**config.mk**
```make
export PLATFORM = sky130hd
export DESIGN_NAME = fetch_unit
export DESIGN_NICKNAME = d
export VERILOG_FILES = /design/src/rtl/fetch_unit.sv
export SDC_FILE = /design/constraint.sdc
export NUM_CORES = 1
export LEC_CHECK = 0
export BUFFER_PORTS_ARGS = -buffer_cell sky130_fd_sc_hd__buf_2
export CORE_UTILIZATION = 53
export CTS_BUF_LIST = sky130_fd_sc_hd__clkbuf_2
export DETAILED_ROUTE_END_ITERATION = 10
export PLACE_DENSITY = 0.87
export SLEW_MARGIN = 20
export SYNTH_ARGS = -nofsm -noshare
export SYNTH_HDL_FRONTEND = slang
export SYNTH_SLANG_ARGS = --single-unit
```
**constraint.sdc**
```tcl
create_clock -name clk -period 4.51 [get_ports clk]
set_clock_uncertainty 0.2 [all_clocks]
set_input_delay 0.902 -clock clk [delete_from_list [all_inputs] [get_ports clk]]
set_output_delay 0.902 -clock clk [all_outputs]
set_load 0.05 [all_outputs]
```
**src/rtl/fetch_unit.sv**
```systemverilog
// Instruction fetch stage: owns the PC, registers ROM data into the IR, and hands it to decode via valid/ready.
// Optional build macro FETCH_PERF_EN adds a 16-bit fetch counter on port perf_fetch_cnt.
module fetch_unit #(
  parameter logic [15:0] RESET_PC = 16'h0000
) (
  input  logic        clk,
  input  logic        reset,
  output logic [15:0] pc_out,
  input  logic [15:0] rom_data,
  output logic [15:0] instr,
  output logic [15:0] instr_pc,
  output logic        instr_valid,
  input  logic        decode_ready,
  input  logic        branch_taken,
  input  logic [15:0] branch_target,
  input  logic        halt_req,
  output logic        halted
`ifdef FETCH_PERF_EN
  ,
  output logic [15:0] perf_fetch_cnt
`endif
);

  typedef enum logic {
    S_RUN    = 1'b0,
    S_HALTED = 1'b1
  } state_t;

  state_t      state;
  logic [15:0] pc;
  logic        can_load;

  assign can_load = ~instr_valid | decode_ready;
  assign pc_out   = pc;
  assign halted   = (state == S_HALTED);

  // NOTE: all state uses non-blocking assignments so every register samples pre-edge values;
  // reset is synchronous, so it lives inside the clocked branch rather than the sensitivity list.
  always_ff @(posedge clk) begin
    if (reset) begin
      state       <= S_RUN;
      pc          <= RESET_PC;
      instr       <= 16'h0000;
      instr_pc    <= 16'h0000;
      instr_valid <= 1'b0;
    end else if (state == S_RUN) begin
      if (halt_req) begin
        // A pending instruction survives the halt until decode takes it.
        state       <= S_HALTED;
        instr_valid <= instr_valid & ~decode_ready;
      end else if (branch_taken) begin
        pc          <= branch_target & 16'hFFFE;
        instr_valid <= 1'b0;
      end else if (can_load) begin
        instr       <= rom_data;
        instr_pc    <= pc;
        instr_valid <= 1'b1;
        pc          <= pc + 16'd2;
      end
    end else begin
      instr_valid <= instr_valid & ~decode_ready;
    end
  end

`ifdef FETCH_PERF_EN
  // Counts IR loads only; branch, halt and stall edges leave it alone.
  always_ff @(posedge clk) begin
    if (reset) begin
      perf_fetch_cnt <= 16'h0000;
    end else if (state == S_RUN && !halt_req && !branch_taken && can_load) begin
      perf_fetch_cnt <= perf_fetch_cnt + 16'd1;
    end
  end
`endif

endmodule

```
== Yosys cells after proc, flatten, opt, wreduce, memory -nomap -nowiden ==
Index checks and enable logic that the tools add are counted.
Word-level totals
  flip-flop bits (word level): 50
  bits of input ports: 37
  output and inout bits: 50
  word-level logic and storage cells: 25
Operators by class
  $add $sub $neg: 1
  mux-type cells: 8
  bitwise gates (word level): 7
  reductions and logical operators: 4
Operator list (count)
  16-bit 2-to-1 mux: 2
  16-bit by 2-bit adder with 16-bit output, second input constant: 1
  1-bit 2-to-1 mux: 6
  1-bit NOT: 5
  4-bit AND reduction: 1
  4-bit nonzero test: 1
  3-bit AND reduction: 1
  2-bit nonzero test: 1
  1-bit bitwise AND: 1
  1-bit OR: 1

== Logic depth before layout (Yosys ltp) ==
Gate-level depths: netlist of run 1.
  depth after elaboration: 6
  gate-level depth with buffers: 6
  gate-level depth less buffers: 5

== Least setup slack after synthesis of run 1 ==
OpenSTA, ideal clock, no wires.
  path kind: flip-flop to flip-flop
  start point: register pc[1] (netlist: pc_out[1])
  end point: register pc[15] (netlist: pc_out[15])
  setup time: 74 ps
  data arrival time: 2199 ps
  data required time: 4236 ps
  slack: 2037 ps
  cell stages (with the launch flop): 6
  buffers on the path: 0
  period minus slack after synthesis: 2473 ps
  path through: dfxtp_1 -> ha_1 -> nand3_4 -> or4_4 -> or4_1 -> a31oi_1
On the way
  longest elaborated chain between the ends: 3
RTL lines
  from (decl): RTL line 30  | logic [15:0] pc;
  from (signal assigned): RTL line 52  | pc <= branch_target & 16'hFFFE;
  from (signal assigned): RTL line 58  | pc <= pc + 16'd2;
  16-bit by 2-bit adder with 16-bit output: RTL line 58
  16-bit 2-to-1 mux: RTL line 54  | end else if (can_load) begin
  16-bit 2-to-1 mux: RTL line 51  | end else if (branch_taken) begin
No other way between the ends. The select of a mux whose other input is x is not followed.
A chain may end at the register's enable or synchronous reset.

== Worst setup path in the final report of run 1 ==
  start point: input port branch_taken
  end point: register pc[11] (netlist: pc_out[11])
On the way
  longest elaborated chain between the ends: 2
  elaborated cells on any way between the ends: 3
  those cells by class: mux: 1; reduce/logical: 2
RTL lines
  from (decl): RTL line 14  | input logic branch_taken,
  2-bit nonzero test (no line)
  3-bit AND reduction (no line)
Parallel ways exist; a longest one is shown, timed or not.

==> qor.yml, run 1 <==
power_and_ir_drop:
  seq_power_share: 0.547
  power_density_nw_per_um2: 325
  p_int_mw: 0.574
  finalPower_mw: 0.838
  pwr-share-clk: 0.266
  power_switching_mw: 0.264
  cellLeakagePower_nw: 1.07
  power.share.switching: 0.315
  ir_drop_mv: 0.278
  power.combinational.fraction: 0.187
sta:
  setup_tns_ns: 0
  timing_max_transition_violations_final: 0
  setup_ws_ns: 1.88
  rsz0062_at_grt: "no"
  final_hold_violating_endpoints: 0
  finalCriticalPeriod_ns: 2.63
  min_period_over_period: 0.584
  max_slew_margin: 0.385
  timing.fmax_mhz: 380
  finalSetupViolCount: 0
  worstMarginPinSlew_ns: 0.922
clock_tree:
  holdBufCountCts: 0
  clock_tree.root_cell: "sky130_fd_sc_hd__clkbuf_2"
  cts.htree.levels: 2
  max-clock-path-buffers: 2
  cts.repair.resized: 0
  tritoncts_sinks: 48
  tritoncts.num_buffers: 5
  worstSkewPairLatency_ns: 0.42
  cts_post_setup_buffers_inserted: 0
  tritoncts_clock_tree: "built"
  clk_pin_slew_ns: 0.23
synthesis:
  postSynthRegisterBits: 48
  ys_seq_area_frac: 0.461
  synth_area_leaders: "sky130_fd_sc_hd__dfxtp_1 (46%), sky130_fd_sc_hd__nand2_1 (13%), sky130_fd_sc_hd__a21oi_1 (10%), sky130_fd_sc_hd__clkbuf_1 (3.4%), sky130_fd_sc_hd__nor2_1 (2.7%)"
  synth_top_flop_cell: "sky130_fd_sc_hd__dfxtp_1"
  async_flop_share: 0
  synth_enable_flop_cells: 0
  synth_cell_types: 39
  synthesis.area_per_instance_um2: 7.64
  synth.yosys.warnings: 0
  netlist_top_cells_count: "sky130_fd_sc_hd__nand2_1 (74), sky130_fd_sc_hd__dfxtp_1 (48), sky130_fd_sc_hd__a21oi_1 (43), sky130_fd_sc_hd__clkbuf_1 (19), sky130_fd_sc_hd__nor2_1 (15)"
  netlist.top_cell.by_area: "sky130_fd_sc_hd__dfxtp_1"
  syn_inst: 273
  post-synth-top-count-cell: "sky130_fd_sc_hd__nand2_1"
  yosys_top_cell_area_share: 0.461
  netlist_area_um2: 2090
grt:
  grt.busiest_layer: "met2"
  antenna_found_initial: 0
  global_route.usage.met3: 0.0563
  grt_use_met2: 0.418
  grt.met1_usage: 0.327
  grt_first_pass_wirelength_um: 8340
  grt_start_max_net_pins: 54
  track_usage: 0.255
  via_count_of_the_first_global_routing_pass: 1915
  grt_overflow: 0
critical_path:
  cp-start-kind: "input port"
  worstPathCellList: "buf_2 > inv_1 > a21oi_1 > o21ai_0 > o2bb2ai_1"
  slowest_stage: "sky130_fd_sc_hd__a21oi_1"
  cp_top_family: "compound AO/OA/AOI/OAI gates"
  crit_buf_inv: 2
  critical_path_arrival_ns: 2.76
  worst-setup-path-type: "input port to flip-flop"
  timing.critical_path.fanout_max: 29
  critPathMaxStageDelay_ns: 0.76
  timing.critical_path.to_type: "flip-flop"
  worst-endpoint-required_ns: 4.63
place:
  place_ws_ns: 1.41
  hpwl_um: 3490
  numPortBuffers: 83
  final_weighted_congestion_in_routability_driven_placement: 0.857
hold_path:
  worst_hold_path_type: "flip-flop to flip-flop"
die:
  chipHeight_um: 64.7
  io_pins: 87
  initial_core_util: 0.561
  chipWidth_um: 64.7
  row_cnt: 22
  core_region_area_um2: 3720
  dieArea_um2: 4190
route:
  route.detailed.wl_per_inst_um: 12.7
  route.detailed.vias_per_inst: 5.56
  drtPass1Iterations: 4
  drc: 0
  dr_total_vias: 2200
  final_antenna_net_count: 0
  route.final.wire_length_um: 5030
  detail_route.iter0.violations: 132
final_layout:
  nNetsFinal: 385
  flow.area_growth_from_synthesis_pct: 23.5
  final_layout_size_suffix_gt1_frac: 0.282
  final.fill_count: 349
  antenna-diode-count: 0
run_status:
  outcome: "finished clean"
flow_run:
  maxCapViolCount: 0
layout make-up:
type	instances	area, um^2	share of cell area
clock buffers	5	25.0	0.00971
multi-input cells	200	1030	0.399
well taps	48	60.1	0.0233
repair buffers	87	445	0.173
clock inverters	3	37.5	0.0146
flip-flops and latches	48	961	0.373
inverters	5	18.8	0.00729
flip-flops by register name, summed over array words and instances, names as in the netlist:
| name | cells |
|---|---|
| instr | 16 |
| instr_pc | 15 |
| pc_out | 15 |
| halted | 1 |
| instr_valid | 1 |
cells in the final DEF (no fill, tap or decap), types with 2 or more instances in the layout:
master                     netlist  final
sky130_fd_sc_hd__a31oi_1         5      5
sky130_fd_sc_hd__nand3_1         4      4
sky130_fd_sc_hd__clkinv_1        0      2
sky130_fd_sc_hd__nor4_1          6      6
sky130_fd_sc_hd__a211oi_1        2      2
sky130_fd_sc_hd__nor2_1         15     15
sky130_fd_sc_hd__a21oi_1        43     43
sky130_fd_sc_hd__o21ai_0         8      8
sky130_fd_sc_hd__inv_1           5      5
sky130_fd_sc_hd__a22o_1          2      2
sky130_fd_sc_hd__a22oi_1         3      3
sky130_fd_sc_hd__conb_1          1      2
sky130_fd_sc_hd__o31ai_1         3      3
sky130_fd_sc_hd__buf_4           2      4
sky130_fd_sc_hd__clkbuf_2        0      5
sky130_fd_sc_hd__a211o_1         3      3
sky130_fd_sc_hd__buf_2           0     83
sky130_fd_sc_hd__dfxtp_1        48     48
sky130_fd_sc_hd__nand2_1        74     74
sky130_fd_sc_hd__nand4_1         7      7
sky130_fd_sc_hd__or4_1           2      2
kinds of logic after synthesis:
group,after synthesis,synth area share
other cells,1,0.00180
buf+inv,26,0.0504
fa+ha+maj,1,0.00600
compound gates,76,0.216
flops,48,0.461
simple gates,120,0.260
mux,1,0.00480
worst register-to-register path, cell delays in order, from the launching register on:
cell	delay (ns)
sky130_fd_sc_hd__dfxtp_1	0.51
sky130_fd_sc_hd__ha_1	0.32
sky130_fd_sc_hd__nand3_4	0.14
sky130_fd_sc_hd__or4_4	0.51
sky130_fd_sc_hd__or4_1	0.40
sky130_fd_sc_hd__a31oi_1	0.16
per-stage QoR:
stage | hold WS, ns | cells | area, um^2 | util
floorplan | 0.474 | 274 | 2090 | -
global placement | 0.238 | 388 | 2510 | 0.676
detailed placement | 0.243 | 388 | 2510 | 0.676
CTS | 0.268 | 396 | 2580 | 0.693
global route | 0.288 | 396 | 2580 | 0.693
finish | 0.265 | 396 | 2580 | 0.693
per-layer routing:
metal	up-vias	wire length (um)
li1	1094	-
met1	1003	2310
met4	0	59
met5	-	0
met2	96	2310
met3	7	346
worst paths after layout:
path / from / to / slack, ns / depth (start not counted)
worst max-delay path: branch_taken / pc_out[11] / 1.88 / 5
worst min-delay path: instr[11] / instr[11] / 0.27 / 2
worst max register to register: pc_out[1] / pc_out[15] / 2.23 / 5
worst min register to register: instr[11] / instr[11] / 0.27 / 2
power groups by stage:
stage	logic (mW)	registers (mW)	clock network, mW
2_1_floorplan	0.0586	0.520	0
3_3_place_gp	0.154	0.465	0
3_5_place_dp	0.157	0.466	0
4_1_cts	0.157	0.458	0.225
5_1_grt	0.169	0.462	0.246
6_report	0.157	0.458	0.223
Note: power is estimated with default switching activity, not from simulation.
==> run 2: changes to the inputs <==
--- a/config.mk
+++ b/config.mk
@@ -5,11 +5,12 @@
 export SDC_FILE = /design/constraint.sdc
 export NUM_CORES = 1
 export LEC_CHECK = 0
+export ABC_AREA = 1
 export BUFFER_PORTS_ARGS = -buffer_cell sky130_fd_sc_hd__buf_2
-export CORE_UTILIZATION = 53
+export CORE_UTILIZATION = 50
 export CTS_BUF_LIST = sky130_fd_sc_hd__clkbuf_2
 export DETAILED_ROUTE_END_ITERATION = 10
-export PLACE_DENSITY = 0.87
+export PLACE_DENSITY = 0.82
 export SLEW_MARGIN = 20
 export SYNTH_ARGS = -nofsm -noshare
 export SYNTH_HDL_FRONTEND = slang
==> constraint.sdc (replaced) <==
create_clock -name clk -period 2.5 [get_ports clk]
set_clock_uncertainty 0.2 [all_clocks]
set_input_delay 0.5 -clock clk [delete_from_list [all_inputs] [get_ports clk]]
set_output_delay 0.5 -clock clk [all_outputs]
set_load 0.05 [all_outputs]
==> run 2 against run 1 <==
  * First-iteration DRC count decreased by 7.6%
  * Critical path type is now flip-flop to primary output
  * Sequential share of layout area is 2.1 points lower
  * Global-route usage fell by 3.0 points
  * Sequential cell count unchanged
  * Wire length grew 2.3%
  * Critical path depth is 4 lower
  * Critical endpoint is now pc_out[10]
  * Hold slack worse by 0.14 ns
  * Via count is 2.9% higher
  * Die area is 14% higher
  * Highest routed layer unchanged
  * Synthesized cell count grew 15%
==> qor.yml, run 2 <==
run_status:
  outcome: "finished clean"
synthesis:
  synth_top_flop_cell: "sky130_fd_sc_hd__dfxtp_1"
  post-synth-top-count-cell: "sky130_fd_sc_hd__nand2_1"
  synth.yosys.warnings: 0  # unchanged
  netlist_area_um2: 2250  # +8.1%
  synth_enable_flop_cells: 0  # unchanged
  synth_cell_types: 30  # -23%
  ys_seq_area_frac: 0.426  # -0.0345
  synth_area_leaders: "sky130_fd_sc_hd__dfxtp_1 (43%), sky130_fd_sc_hd__a21oi_1 (10%), sky130_fd_sc_hd__nand2_1 (8.3%), sky130_fd_sc_hd__o21ai_0 (7.8%), sky130_fd_sc_hd__inv_1 (7.2%)"
  netlist_top_cells_count: "sky130_fd_sc_hd__nand2_1 (50), sky130_fd_sc_hd__dfxtp_1 (48), sky130_fd_sc_hd__a21oi_1 (47), sky130_fd_sc_hd__inv_1 (43), sky130_fd_sc_hd__o21ai_0 (35)"
  synthesis.area_per_instance_um2: 7.18  # -6.0%
  yosys_top_cell_area_share: 0.426  # -0.0345
  postSynthRegisterBits: 48  # unchanged
  syn_inst: 314  # +15%
  async_flop_share: 0  # unchanged
  netlist.top_cell.by_area: "sky130_fd_sc_hd__dfxtp_1"
die:
  core_region_area_um2: 4350  # +17%
  chipWidth_um: 69.2  # +6.8%
  row_cnt: 24  # +9.1%
  initial_core_util: 0.518  # -0.0435
  chipHeight_um: 69.2  # +6.8%
  io_pins: 87  # unchanged
  dieArea_um2: 4780  # +14%
route:
  route.detailed.wl_per_inst_um: 11.6  # -8.8%
  drc: 0  # unchanged
  detail_route.iter0.violations: 122  # -7.6%
  route.detailed.vias_per_inst: 5.10  # -8.2%
  route.final.wire_length_um: 5140  # +2.3%
  drtPass1Iterations: 6  # +2
  final_antenna_net_count: 0  # unchanged
  dr_total_vias: 2264  # +2.9%
clock_tree:
  clk_pin_slew_ns: 0.24  # about the same
  cts.htree.levels: 2  # unchanged
  tritoncts_sinks: 48  # unchanged
  max-clock-path-buffers: 2  # unchanged
  worstSkewPairLatency_ns: 0.43  # about the same
  holdBufCountCts: 0  # unchanged
  tritoncts_clock_tree: "built"
  cts.repair.resized: 0  # unchanged
  cts_post_setup_buffers_inserted: 0  # unchanged
  clock_tree.root_cell: "sky130_fd_sc_hd__clkbuf_2"
  tritoncts.num_buffers: 5  # unchanged
sta:
  finalCriticalPeriod_ns: 2.00
  finalSetupViolCount: 0  # unchanged
  timing.fmax_mhz: 500
  rsz0062_at_grt: "no"
  setup_tns_ns: 0  # unchanged
  final_hold_violating_endpoints: 0  # unchanged
  min_period_over_period: 0.800
  timing_max_transition_violations_final: 0  # unchanged
place:
  final_weighted_congestion_in_routability_driven_placement: 0.949  # +11%
  hpwl_um: 3610  # +3.4%
  numPortBuffers: 83  # unchanged
  dp.cells: 436  # +12%
  placed_cell_area_um2: 2660  # +5.9%
power_and_ir_drop:
  finalPower_mw: 1.66  # +99%
  power_density_nw_per_um2: 610  # +87%
  ir_drop_mv: 0.365  # +31%
  cellLeakagePower_nw: 1.24  # +16%
final_layout:
  final.fill_count: 398  # +14%
  final_cell_mix: "sky130_fd_sc_hd__buf_2 (83), sky130_fd_sc_hd__nand2_1 (50), sky130_fd_sc_hd__dfxtp_1 (48)"
  nNetsFinal: 429  # +11%
  regMostFlops: "instr"
  flow.area_growth_from_synthesis_pct: 21.0
  multiInputGateArea_um2: 1010  # -1.5%
  seqCellArea_um2: 961  # unchanged
  antenna-diode-count: 0  # unchanged
  largest_register_ff_count: 16  # unchanged
  final_cell_area_um2: 2730  # +5.9%
  final_layout_size_suffix_gt1_frac: 0.276  # -0.00610
  layout.cells.most_common: "sky130_fd_sc_hd__buf_2"
  stdcell_count: 444  # +12%
grt:
  antenna_found_initial: 0  # unchanged
  track_usage: 0.225  # -0.0301
  grt_first_pass_wirelength_um: 8940  # +7.1%
  grt_overflow: 0  # unchanged
  via_count_of_the_first_global_routing_pass: 2026  # +5.8%
  grt_start_max_net_pins: 43  # -20%
critical_path:
  critPathMaxStageDelay_ns: 0.55  # -0.21 ns
  worstPathCellList: "buf_2"
  cp-start-kind: "flip-flop"
  cp_top_family: "flip-flops"
  timing.critical_path.fanout_max: 6  # -79%
  rrSetupSlack_ns: 0.78  # -1.45 ns
  worst-setup-path-type: "flip-flop to primary output"
  crit_buf_inv: 1  # -1
  timing.critical_path.to_type: "primary output"
  worst-endpoint-required_ns: 1.80  # -2.83 ns
  critical_path_arrival_ns: 1.30  # -1.46 ns
  slowest_stage: "sky130_fd_sc_hd__dfxtp_1"
hold_path:
  worst_hold_path_type: "input port to flip-flop"
flow_run:
  maxCapViolCount: 0  # unchanged
-- run 2: power by group --
group / internal [mW] / switching [mW] / leakage (nW)
logic: 0.103 / 0.291 / 0.808
registers: 0.815 / 0.0384 / 0.394
clock network: 0.168 / 0.249 / 0.0406
-- run 2: final timing paths --
kind / from / end / cells after the start
worst max register to register: halted / instr_pc[6] / 5
worst min-delay path: branch_target[2] / pc_out[2] / 3
worst max-delay path: pc_out[10] / pc_out[10] / 1
worst min register to register: instr_pc[8] / instr_pc[8] / 2
-- run 2: cell type report --
| type | count | share of cell area |
|---|---|---|
| Clock inverter | 3 | 0.0156 |
| Sequential cell | 48 | 0.352 |
| Multi-Input combinational cell | 205 | 0.371 |
| Timing Repair Buffer | 86 | 0.165 |
| Tap cell | 52 | 0.0238 |
| Inverter | 45 | 0.0628 |
| Clock buffer | 5 | 0.00917 |
-- run 2: metal layers --
metal  track usage  up-vias  routed length, um
met5             0        -                  0
met3        0.0468       10                362
met4        0.0771        0                 99
li1              -     1169                  -
met2         0.386       98               2360
met1         0.278      987               2320
-- run 2: cells by family after synthesis --
| group | share of synthesized area |
|---|---|
| buffers and inverters | 0.126 |
| AOI/OAI and AO/OA | 0.221 |
| and+or+nand+nor | 0.220 |
| DFF | 0.426 |
| other | 0.00166 |
| adders and majority gates | 0.00555 |
-- run 2: stage by stage --
step | setup slack, ns | hold slack, ns | util
final | 0.500 | 0.121 | 0.627
after global routing | 0.448 | 0.102 | 0.627
after CTS | 0.495 | 0.104 | 0.627
after detailed placement | 0.479 | 0.234 | 0.611
after global placement | 0.506 | 0.228 | 0.611
after floorplan | 0.622 | 0.369 | -
==> run 3: changes to the inputs <==
--- a/config.mk
+++ b/config.mk
@@ -7,10 +7,10 @@
 export LEC_CHECK = 0
 export ABC_AREA = 1
 export BUFFER_PORTS_ARGS = -buffer_cell sky130_fd_sc_hd__buf_2
-export CORE_UTILIZATION = 50
+export CORE_UTILIZATION = 45
 export CTS_BUF_LIST = sky130_fd_sc_hd__clkbuf_2
 export DETAILED_ROUTE_END_ITERATION = 10
-export PLACE_DENSITY = 0.82
+export PLACE_DENSITY = 0.77
 export SLEW_MARGIN = 20
 export SYNTH_ARGS = -nofsm -noshare
 export SYNTH_HDL_FRONTEND = slang
==> constraint.sdc (replaced) <==
create_clock -name clk -period 1.78 [get_ports clk]
set_clock_uncertainty 0.2 [all_clocks]
set_input_delay 0.356 -clock clk [delete_from_list [all_inputs] [get_ports clk]]
set_output_delay 0.356 -clock clk [all_outputs]
set_load 0.05 [all_outputs]
==> run 3 against run 2 <==
  * Register-to-register slack got worse by 0.58 ns
  * Cell area grew 9.9%
  * Sequential power up 41%
  * Worst setup slack worse by 0.44 ns
  * Total power is 43% higher
  * Critical path depth unchanged
  * First-iteration DRC count grew 9.0%
  * Non-clock buffer count grew 21
  * Combinational power is 54% higher
  * Clock-buffer cell count stayed put
  * Final cell count increased by 8.1%
  * Die area is 11% higher
  * Largest power group unchanged
==> qor.yml, run 3 (synthesis gave the netlist of run 2 again) <==
critical_path:
  cp_top_family: "flip-flops"
  timing.critical_path.to_type: "primary output"
  worstPathCellList: "buf_4"
  worst-endpoint-required_ns: 1.22  # -0.58 ns
  slowest_stage: "sky130_fd_sc_hd__dfxtp_1"
  crit_buf_inv: 1  # unchanged
  critical_path_arrival_ns: 1.17  # -0.13 ns
  worst-setup-path-type: "flip-flop to primary output"
  timing.critical_path.fanout_max: 7  # +1
  critPathMaxStageDelay_ns: 0.50  # -0.05 ns
  cp-start-kind: "flip-flop"
clock_tree:
  cts.htree.levels: 2  # unchanged
  worstSkewPairLatency_ns: 0.41  # -0.02 ns
  clock_tree.root_cell: "sky130_fd_sc_hd__clkbuf_2"
  tritoncts.num_buffers: 5  # unchanged
  tritoncts_clock_tree: "built"
  tritoncts_sinks: 48  # unchanged
  max-clock-path-buffers: 2  # unchanged
  cts_post_setup_buffers_inserted: 0  # unchanged
  clk_pin_slew_ns: 0.24  # about the same
flow_run:
  maxCapViolCount: 0  # unchanged
die:
  dieArea_um2: 5300  # +11%
  core_region_area_um2: 4790  # +9.9%
  io_pins: 87  # unchanged
  chipWidth_um: 72.8  # +5.3%
  row_cnt: 25  # +4.2%
  chipHeight_um: 72.8  # +5.3%
  initial_core_util: 0.471  # -0.0467
grt:
  grt_first_pass_wirelength_um: 9050  # +1.2%
  antenna_found_initial: 0  # unchanged
  track_usage: 0.220  # -0.00522
  grt_start_max_net_pins: 63  # +47%
  grt_overflow: 0  # unchanged
  via_count_of_the_first_global_routing_pass: 2024  # -0.099%
final_layout:
  fin_util: 0.627  # about the same
  layout.cells.most_common: "sky130_fd_sc_hd__buf_2"
  nNetsFinal: 450  # +4.9%
  flow.area_growth_from_synthesis_pct: 33.1
  antenna-diode-count: 0  # unchanged
  regMostFlops: "instr"
  final_layout_size_suffix_gt1_frac: 0.300  # +0.0247
  final.fill_count: 461  # +16%
  final_cell_mix: "sky130_fd_sc_hd__buf_2 (71), sky130_fd_sc_hd__nand2_1 (50), sky130_fd_sc_hd__a21oi_1 (47)"
  largest_register_ff_count: 16  # unchanged
power_and_ir_drop:
  p_int_mw: 1.56  # +44%
  power_density_nw_per_um2: 791  # +30%
  power.combinational.fraction: 0.255  # +0.018
  seq_power_share: 0.507  # -0.006
  power_switching_mw: 0.810  # +40%
  cellLeakagePower_nw: 1.34  # +7.9%
  ir_drop_mv: 0.450  # +23%
  pwr-share-clk: 0.238  # -0.012
  power.share.switching: 0.341  # -0.00607
route:
  final_antenna_net_count: 0  # unchanged
  drc: 0  # unchanged
  route.detailed.vias_per_inst: 4.81  # -5.7%
  route.final.wire_length_um: 5500  # +7.0%
  detail_route.iter0.violations: 133  # +9.0%
  drtPass1Iterations: 4  # -2
  dr_total_vias: 2307  # +1.9%
  route.detailed.wl_per_inst_um: 11.5  # -0.99%
run_status:
  outcome: "finished clean"
place:
  final_weighted_congestion_in_routability_driven_placement: 0.878  # -7.5%
  place_ws_ns: 0.202  # -0.277 ns
  numPortBuffers: 83  # unchanged
  hpwl_um: 3670  # +1.5%
sta:
  finalCriticalPeriod_ns: 1.72
  worst_hold_slack_ns: 0.0184  # -0.102 ns
  timing_max_transition_violations_final: 0  # unchanged
  rsz0062_at_grt: "no"
  timing.fmax_mhz: 581
  final_hold_violating_endpoints: 0  # unchanged
  finalSetupViolCount: 0  # unchanged
  setup_tns_ns: 0  # unchanged
  setup_ws_ns: 0.0585  # -0.442 ns
  min_period_over_period: 0.967
hold_path:
  worst_hold_path_type: "input port to flip-flop"
## run 3: cell types whose count changed in the layout (fill, tap and decap cells not counted), sizes merged
cell         previous run  this run
dlygate4sd3             0        16
buf                    86        89
clkbuf                  5         7
## run 3: power by group through the flow
stage,sequential (mW),combinational [mW],clock [mW]
after floorplan,1.45,0.194,0
after global placement,1.22,0.562,0
after detailed placement,1.22,0.569,0
after CTS,1.20,0.602,0.589
after global routing,1.21,0.656,0.618
final,1.20,0.605,0.566
## run 3: layer usage
layer  track usage  up-vias  wire length [um]
met1         0.282     1003              2540
met5             0        -                 0
met4        0.0763        0                89
met3        0.0456       13               278
li1              -     1210                 -
met2         0.366       81              2590
## run 3: cell type report
cell class                 count  area, um^2  share of cell area
timing repair buffer         107         691               0.230
inverter                      45         171              0.0571
clock buffer                   5        25.0             0.00834
tap                           67        83.8              0.0279
multi-input combinational    205        1010               0.338
clock inverter                 3        37.5              0.0125
sequential                    48         978               0.326
## run 3: metrics by stage
| step | power [mW] | cell area (um^2) | cells |
|---|---|---|---|
| 2_1_floorplan | 1.64 | 2260 | 315 |
| 4_1_cts | 2.39 | 2970 | 479 |
| 6_report | 2.37 | 3000 | 480 |
| 5_1_grt | 2.49 | 3000 | 480 |
| 3_3_place_gp | 1.78 | 2730 | 456 |
| 3_5_place_dp | 1.79 | 2730 | 456 |
## run 3: repair_timing
action | CTS | global route
setup endpoints to repair | 11 | 9
hold buffers | 15 | 1
gates resized for setup | 12 | 11
endpoints found under the hold margin | 15 | 1
## run 3: path summary, 6_finish.rpt
kind / from / to / slack, ns / cells after the start
max reg2reg: pc_out[1] / pc_out[13] / 0.20 / 8
min reg2reg: instr[3] / instr[3] / 0.25 / 2
min: rom_data[7] / instr[7] / 0.02 / 3
max: pc_out[11] / pc_out[11] / 0.06 / 1
